===== config.mk =====
export PLATFORM = sky130hd
export DESIGN_NAME = tone_synth
export DESIGN_NICKNAME = d
export VERILOG_FILES = /design/src/rtl/tone_synth.sv
export SDC_FILE = /design/constraint.sdc
export NUM_CORES = 1
export LEC_CHECK = 0
export BUFFER_PORTS_ARGS = -buffer_cell sky130_fd_sc_hd__buf_4
export CORE_MARGIN = 3
export CORE_UTILIZATION = 35
export DETAILED_ROUTE_END_ITERATION = 10
export PLACE_DENSITY = 0.47
export SYNTH_ARGS = -nofsm -noshare
export SYNTH_HDL_FRONTEND = slang
export SYNTH_SLANG_ARGS = --single-unit
export TNS_END_PERCENT = 1

===== constraint.sdc =====
create_clock -name clk -period 5.45 [get_ports clk]
set_input_delay 0.545 -clock clk [delete_from_list [all_inputs] [get_ports clk]]
set_output_delay 0.545 -clock clk [all_outputs]
set_load 0.05 [all_outputs]

===== src/rtl/tone_synth.sv =====
// Square-wave note synthesizer; a note starts one cycle after acceptance, changes land on a toggle.
// One-entry pending register: note_ready drops while a note waits to be applied.
module tone_synth #(
  parameter int CLK_HZ  = 25000000,
  parameter int DIV_W   = 20,
  parameter int NUM_OCT = 4
) (
  input  logic       clk,
  input  logic       rst_n,
  input  logic       enable,
  input  logic       note_valid,
  output logic       note_ready,
  input  logic [3:0] note_sel,
  input  logic [1:0] octave,
  output logic       wave,
  output logic       busy,
  output logic [3:0] cur_note,
  output logic [1:0] cur_oct,
  output logic       err
);

  typedef enum logic [1:0] {IDLE, RUN, STOP} state_t;

  state_t           state, stateNext;
  logic [DIV_W-1:0] counter, counterNext;
  logic             waveNext;
  logic             pendFull, pendFullNext;
  logic [3:0]       pendNote, pendNoteNext, curNoteNext;
  logic [1:0]       pendOct, pendOctNext, curOctNext;
  logic             errNext;
  logic             accept, reqBad, toggle;
  logic [DIV_W-1:0] pendDiv, curDiv;

  // Half-period in clk cycles; every table entry folds to a constant at elaboration.
  function automatic logic [DIV_W-1:0] divOf(input logic [3:0] n, input logic [1:0] o);
    int unsigned d;
    case (n)
      4'd0:    d = CLK_HZ / (2 * 220);
      4'd1:    d = CLK_HZ / (2 * 233);
      4'd2:    d = CLK_HZ / (2 * 247);
      4'd3:    d = CLK_HZ / (2 * 262);
      4'd4:    d = CLK_HZ / (2 * 277);
      4'd5:    d = CLK_HZ / (2 * 294);
      4'd6:    d = CLK_HZ / (2 * 311);
      4'd7:    d = CLK_HZ / (2 * 330);
      4'd8:    d = CLK_HZ / (2 * 349);
      4'd9:    d = CLK_HZ / (2 * 370);
      4'd10:   d = CLK_HZ / (2 * 392);
      4'd11:   d = CLK_HZ / (2 * 415);
      default: d = 1;
    endcase
    d = d >> o;
    if (d == 0) d = 1;
    return DIV_W'(d);
  endfunction

  assign note_ready = !pendFull;
  assign busy       = (state != IDLE);
  assign accept     = note_valid && note_ready;
  assign reqBad     = (note_sel > 4'd11) || ({30'd0, octave} >= NUM_OCT);
  assign toggle     = (counter == '0);
  assign pendDiv    = divOf(pendNote, pendOct);
  assign curDiv     = divOf(cur_note, cur_oct);

  always_comb begin
    stateNext    = state;
    counterNext  = counter;
    waveNext     = wave;
    pendFullNext = pendFull;
    pendNoteNext = pendNote;
    pendOctNext  = pendOct;
    curNoteNext  = cur_note;
    curOctNext   = cur_oct;
    errNext      = 1'b0;

    // Acceptance only happens with pending empty, so it never collides with a consume below.
    if (accept) begin
      if (reqBad) begin
        errNext = 1'b1;
      end else begin
        pendFullNext = 1'b1;
        pendNoteNext = note_sel;
        pendOctNext  = octave;
      end
    end

    case (state)
      IDLE: begin
        waveNext = 1'b0;
        if (pendFull && enable) begin
          stateNext    = RUN;
          counterNext  = pendDiv - DIV_W'(1);
          curNoteNext  = pendNote;
          curOctNext   = pendOct;
          pendFullNext = 1'b0;
        end
      end
      RUN, STOP: begin
        if (state == RUN && !enable && !wave) begin
          stateNext   = IDLE;
          counterNext = '0;
        end else if (toggle) begin
          waveNext = !wave;
          if (enable) begin
            stateNext = RUN;
            if (pendFull) begin
              counterNext  = pendDiv - DIV_W'(1);
              curNoteNext  = pendNote;
              curOctNext   = pendOct;
              pendFullNext = 1'b0;
            end else begin
              counterNext = curDiv - DIV_W'(1);
            end
          end else if (wave) begin
            // Draining: this toggle brings wave low, so the tone ends here.
            stateNext   = IDLE;
            counterNext = '0;
          end else begin
            stateNext   = STOP;
            counterNext = curDiv - DIV_W'(1);
          end
        end else begin
          counterNext = counter - DIV_W'(1);
          stateNext   = enable ? RUN : STOP;
        end
      end
      default: begin
        stateNext   = IDLE;
        waveNext    = 1'b0;
        counterNext = '0;
      end
    endcase
  end

  always_ff @(posedge clk or negedge rst_n) begin
    if (!rst_n) begin
      state    <= IDLE;
      counter  <= '0;
      wave     <= 1'b0;
      pendFull <= 1'b0;
      pendNote <= 4'd0;
      pendOct  <= 2'd0;
      cur_note <= 4'd0;
      cur_oct  <= 2'd0;
      err      <= 1'b0;
    end else begin
      state    <= stateNext;
      counter  <= counterNext;
      wave     <= waveNext;
      pendFull <= pendFullNext;
      pendNote <= pendNoteNext;
      pendOct  <= pendOctNext;
      cur_note <= curNoteNext;
      cur_oct  <= curOctNext;
      err      <= errNext;
    end
  end

endmodule


* After elaboration in Yosys (flattened, before gate mapping) *
Memory sizes are Yosys's and may differ from the RTL's.
Cells that the tools add are included.
W data, S select, Z words.

storage, ports and cells
  register bits = 37
  memory bits (read-only) = 512
  input bits = 10
  word-level logic and storage cells = 83
  memories = 2

memories
  memory            depth  bits a word  rd ports  clocked after Yosys merged registers in  wr ports  RTL line  RTL
  (name not given)  16     16           1         0                                        0         37        case (n)
  (name not given)  16     16           1         0                                        0         37

operators by class
  add/sub/neg operators = 3
  $lt $le $gt $ge = 1
  eq/ne operators = 7
  shift operators = 2
  muxes and demuxes = 41
  bitwise operators = 1
  reductions and logical operators = 17

operator list
  cell                     count
  $mux W20                 8
  $logic_not A32 Y1        2
  $shr A32 B2 Y32          2
  $sub A20 B1 Y20 const B  3
  $pmux W20 S2             1
  $mux W2                  11
  $logic_not A20 Y1        1
  $mux W4                  5
  $mux W1                  12
  $ne A2 B2 Y1 const B     5
  $pmux W2 S2              2
  $pmux W4 S2              1
  $reduce_and A6 Y1        1
  $gt A4 B4 Y1 const B     1
  $logic_and A1 B1 Y1      4
  $reduce_and A2 Y1        2
  $reduce_bool A2 Y1       2
  $logic_not A1 Y1         3
  $eq A2 B1 Y1 const B     1
  $eq A2 B2 Y1 const B     1
  $logic_not A2 Y1         1
  $pmux W1 S2              1
  $reduce_or A2 Y1         1
  $not A1 Y1               1

* Depth between registers and ports, before layout *
An unclocked memory read counts as a cell.

  depth in word-level cells = 10
  depth in mapped cells = 16
  gate-level depth less buffers = 13

* Least setup slack after synthesis *
Ideal clock, no wire load.

  kind = register to register
  start = register pendNote[1]
  end = register counter[12]
  library setup time = 0.128 ns
  data arrival time = 3.631 ns
  required time = 5.322 ns
  path slack = 1.691 ns
  stages on the path, launching flop included = 17
  buffers on the path = 3
  clock period less this slack = 3.759 ns
  cell sequence = dfrtp_1 -> clkbuf_1 -> inv_1 -> ha_1 -> buf_1 -> nor2_1 -> a221o_1 -> a32oi_1 -> nand2_1 -> inv_1 -> ha_1 -> nand4_1 -> or3_1 -> buf_2 -> or3_1 -> a32oi_1 -> nand3_1

between the ends
  longest elaborated chain between the ends = 10

RTL lines
  item                    RTL line  RTL
  start, declared         28        logic [3:0] pendNote, pendNoteNext, curNoteNext;
  start signal, assigned  151       pendNote <= pendNoteNext;
  $mem_v2 Z16 W16 (*)     --
  $shr A32 B2 Y32 (*)     52        d = d >> o;
  $logic_not A32 Y1       53        if (d == 0) d = 1;
  $mux W20 (*)            53
  $sub A20 B1 Y20 (*)     92, 107
  $mux W20                106       if (pendFull) begin
  $mux W20                104       if (enable) begin
  $mux W20                102       end else if (toggle) begin
  $mux W20                99        if (state == RUN && !enable && !wave) begin
  $pmux W20 S2 (*)        87        case (state)
  end signal, assigned    148       counter <= counterNext;
  end, declared           25        logic [DIV_W-1:0] counter, counterNext;

Every way passes the cells marked *; elsewhere a longest branch is shown, timed or not. The select of a mux whose other input is x is not followed.
A chain may end at the register's enable or synchronous reset.

* Worst setup path after layout *
  start = register pendNote[1]
  end = register counter[14]

The elaborated chain is that of the path after synthesis.

==> results.md <==
- The run finished with clean final reports.
- The core region is between 0.01 and 0.015 mm².
- The TritonCTS buffer count is 5.
- The slack of the worst reg-to-reg path is roughly 1.0 ns.
- Max-cap violations in this run came to 0.
- For the final routed database, the setup TNS stands at 0 ns.
- The post-cts sizing count is 0.
- The number of cells on the worst reg-to-reg path is 13.
- In the global route stage, overall resource usage came out at 0.216.
- In this run the post-CTS setup repair buffer count came out at 0.
- Counting every instance in the synthesized netlist gives slightly below 700.
- The wire-length estimate of the detail-placed layout is about 13 mm.
- TritonCTS built the clock tree.
- The first global-routing pass estimated approximately 28 mm of wire.
- The number of endpoints with negative hold slack in the final report is 0.
- The initial standard-cell utilization of the core is 0.360.
- The number of different library cells in the post-synthesis netlist is about 80.
- At the worst endpoint, the required time is 5.68 ns.
- The headroom to the max-slew limit is 0.350.
- The routed layout has about 5400 vias.
- Counting every sink on the clock net gives 37.
- Clock-pin slew was measured on the worst setup and hold paths at 0.06 ns.
- For this design, the CTS-stage hold fixing added 0 buffers.
- The net count of the mapped netlist is 724.
- The number of vias per cell after detailed routing is approximately 6.3.
- The x dimension of the die is between 100 and 150 µm.
- The sequential element share of the synthesized area is 0.185.
- The maximum clock frequency is between 200 and 250 MHz.
- In this run the worst setup path begins at pendNote[1].
- The top-level I/O count is 20.
- The critical path data arrival time is between 4 and 5 ns.
- The slew at the pin closest to its max-slew limit is around 0.97 ns.
- In this run the cell area of the synthesized design comes to approximately 0.0050 mm².
- The endpoint identified for the worst register-to-register timing path is counter[14].
- The number of diodes is 0.
- Setup violations remaining at the end of the flow were counted as 0.
- The first detailed-routing pass took 5 iterations.
- The master cell of the clock root buffer is clkbuf_16.
- Setup repair after global routing left no endpoint under its margin.
- The number of I/O port buffers is 19.
- The most frequently used flop master after synthesis is dfrtp_1.
- The violation count after the first detailed-routing iteration is 560.
- The total congestion overflow is 0.
- The maximum net fanout on the critical path is 18.
- Of the cells placed in the final design, the portion with a size suffix greater than 1 is 0.103.
- Entering global routing, the biggest net connects 38 pins.
- Yosys mapped a number of flops with a built-in enable equal to 0.
- The growth of design area from synthesis to finish is 7.13%.
- In this run the worst hold path is classified as in -> async.
- Counting the fill cells in the layout gives 1506.
- The share of flip-flops with an asynchronous set or reset after synthesis is 1.00.
- The final net count is a little over 700.
- The post-route DRC violation count is 0.
- The clock insertion delay at the later pin of the skew report is 0.29 ns.
- The shortest clock period the worst path allows after layout is around 4.4 ns.
- The sequential cells in the finished layout cover a total of 926 µm².
- The total detailed-routing wirelength is 17.5 mm.
- The height of the die is roughly 130 µm.
- The multi-input gate area in the final layout is around 0.0038 mm².
- The routed wirelength normalized by instance count is 20.4 µm.
- The initial antenna violation count is 0.
- The floorplan has 43 rows.
- The max-slew violation count is 0.
- The worst setup path is of the reg -> reg kind.
- The mean instance size in the synthesized netlist is 7.22 µm².
- The total number of yosys warnings is 0.
- The synthesized design contains 37 register bits.
- Once detail routing completed, the nets flagged for antenna violations numbered 0.
- The via count of the first global-routing pass came to 5255.
- STA classifies the critical path startpoint as a flop.
- The worst clock skew is between 0.005 and 0.006 ns.
- The clock tree synthesis step divided the H-tree into 2 levels.
- STA classifies the critical path endpoint as a flop.
- The routability congestion estimate is approximately 0.87.
- The floorplan die area is between 0.015 and 0.02 mm².
- The beginning of the worst register-to-register path is pendNote[1].
- The clock passes through at most 2 buffers.
- Dividing the final minimum period by the clock period gives 0.809.
==> layout make-up <==
class	instances	share of cell area
clock buffers	5	0.0233
clock inverters	1	0.000931
inverters	24	0.0168
multi-input cells	582	0.704
flip-flops and latches	37	0.172
well taps	180	0.0419
repair buffers	29	0.0405
==> layout by cell type (no fill, tap or decap), drive strengths merged, types with 8 or more instances in the layout <==
cell type and n:
xnor2 13, nor4 10, inv 24, nor3 21, nand3 19, and2 10
nand2b 11, nor2b 11, nor2 61, a31oi 12, mux2 13, o21ai 51
or2 8, o211ai 10, mux2i 13, nand2 72, a21oi 48, dfrtp 37
o31ai 14, o22ai 9, buf 29, a211oi 10, or3 15, ha 19
==> logic make-up (layout without fill, tap and decap cells) <==
group	count (synthesis)	count (layout)	synth area share
AO/OA/AOI/OAI	241	241	0.326
XOR/XNOR	17	17	0.0297
adder cells (fa/ha/maj)	19	19	0.0474
buffers and inverters	76	59	0.0619
flip-flops	37	37	0.185
multiplexers	28	28	0.0641
AND/OR/NAND/NOR	277	277	0.286
==> worst max-delay path, stage by stage (launching register included) <==
cell	delay, ns
dfrtp_1	0.71
inv_1	0.20
ha_1	0.35
or3_1	0.36
a221o_1	0.31
a32oi_1	0.26
nand2_1	0.17
inv_1	0.09
ha_1	0.17
nand4_1	0.25
or3_1	0.61
or4_1	0.58
a21oi_1	0.17
a211o_1	0.12
==> sequential cells by signal (all words and copies together), names as in the netlist <==
register	count
counter	20
wave	1
cur_oct	2
pendOct	2
cur_note	4
pendNote	4
err	1
state	2
pendFull	1
==> synth_stat cells, drive strengths merged, types with 12 or more instances <==
master   n  share of area
a21oi   48          0.048
a31oi   12          0.015
buf     17          0.018
clkbuf  35          0.026
dfrtp   37           0.18
ha      19          0.047
inv     24          0.018
mux2    13          0.029
mux2i   13          0.026
nand2   72          0.054
nand3   19          0.019
nor2    61          0.046
nor3    21          0.022
o21ai   51          0.051
o31ai   14          0.021
or3     15          0.019
xnor2   13          0.023
==> worst max-delay path by stage <==
stage | slack, ns | cells after the start | to
CTS | 1.11 | 13 | counter[14]
global route | 0.72 | 13 | counter[14]
global placement | 1.32 | 13 | counter[14]
finish | 1.04 | 13 | counter[14]
detailed placement | 1.13 | 13 | counter[14]
floorplan | 1.69 | 16 | counter[12]
==> per-layer routing <==
layer / global-route usage / wire [µm] / share of wire / up-vias
met2: 0.364 / 8280 / 0.47 / 187
met3: 0.0327 / 1010 / 0.058 / 28
met4: 0.0561 / 368 / 0.021 / 0
li1: - / - / - / 2579
met1: 0.289 / 7840 / 0.45 / 2641
met5: 0 / 0 / 0 / -
==> stage by stage <==
step	instance area (µm²)	worst slack (ns)	cells	hold slack [ns]	utilization
finish	5370	1.04	858	0.235	0.386
global route	5370	0.721	858	0.276	0.386
detailed placement	5240	1.13	852	0.494	0.376
global placement	5240	1.32	852	0.491	0.376
CTS	5370	1.11	858	0.260	0.386
floorplan	5020	1.69	695	0.249	-
Power is not shown: default switching activity piles up to over one toggle a cycle in this logic, so the estimate is an artifact.
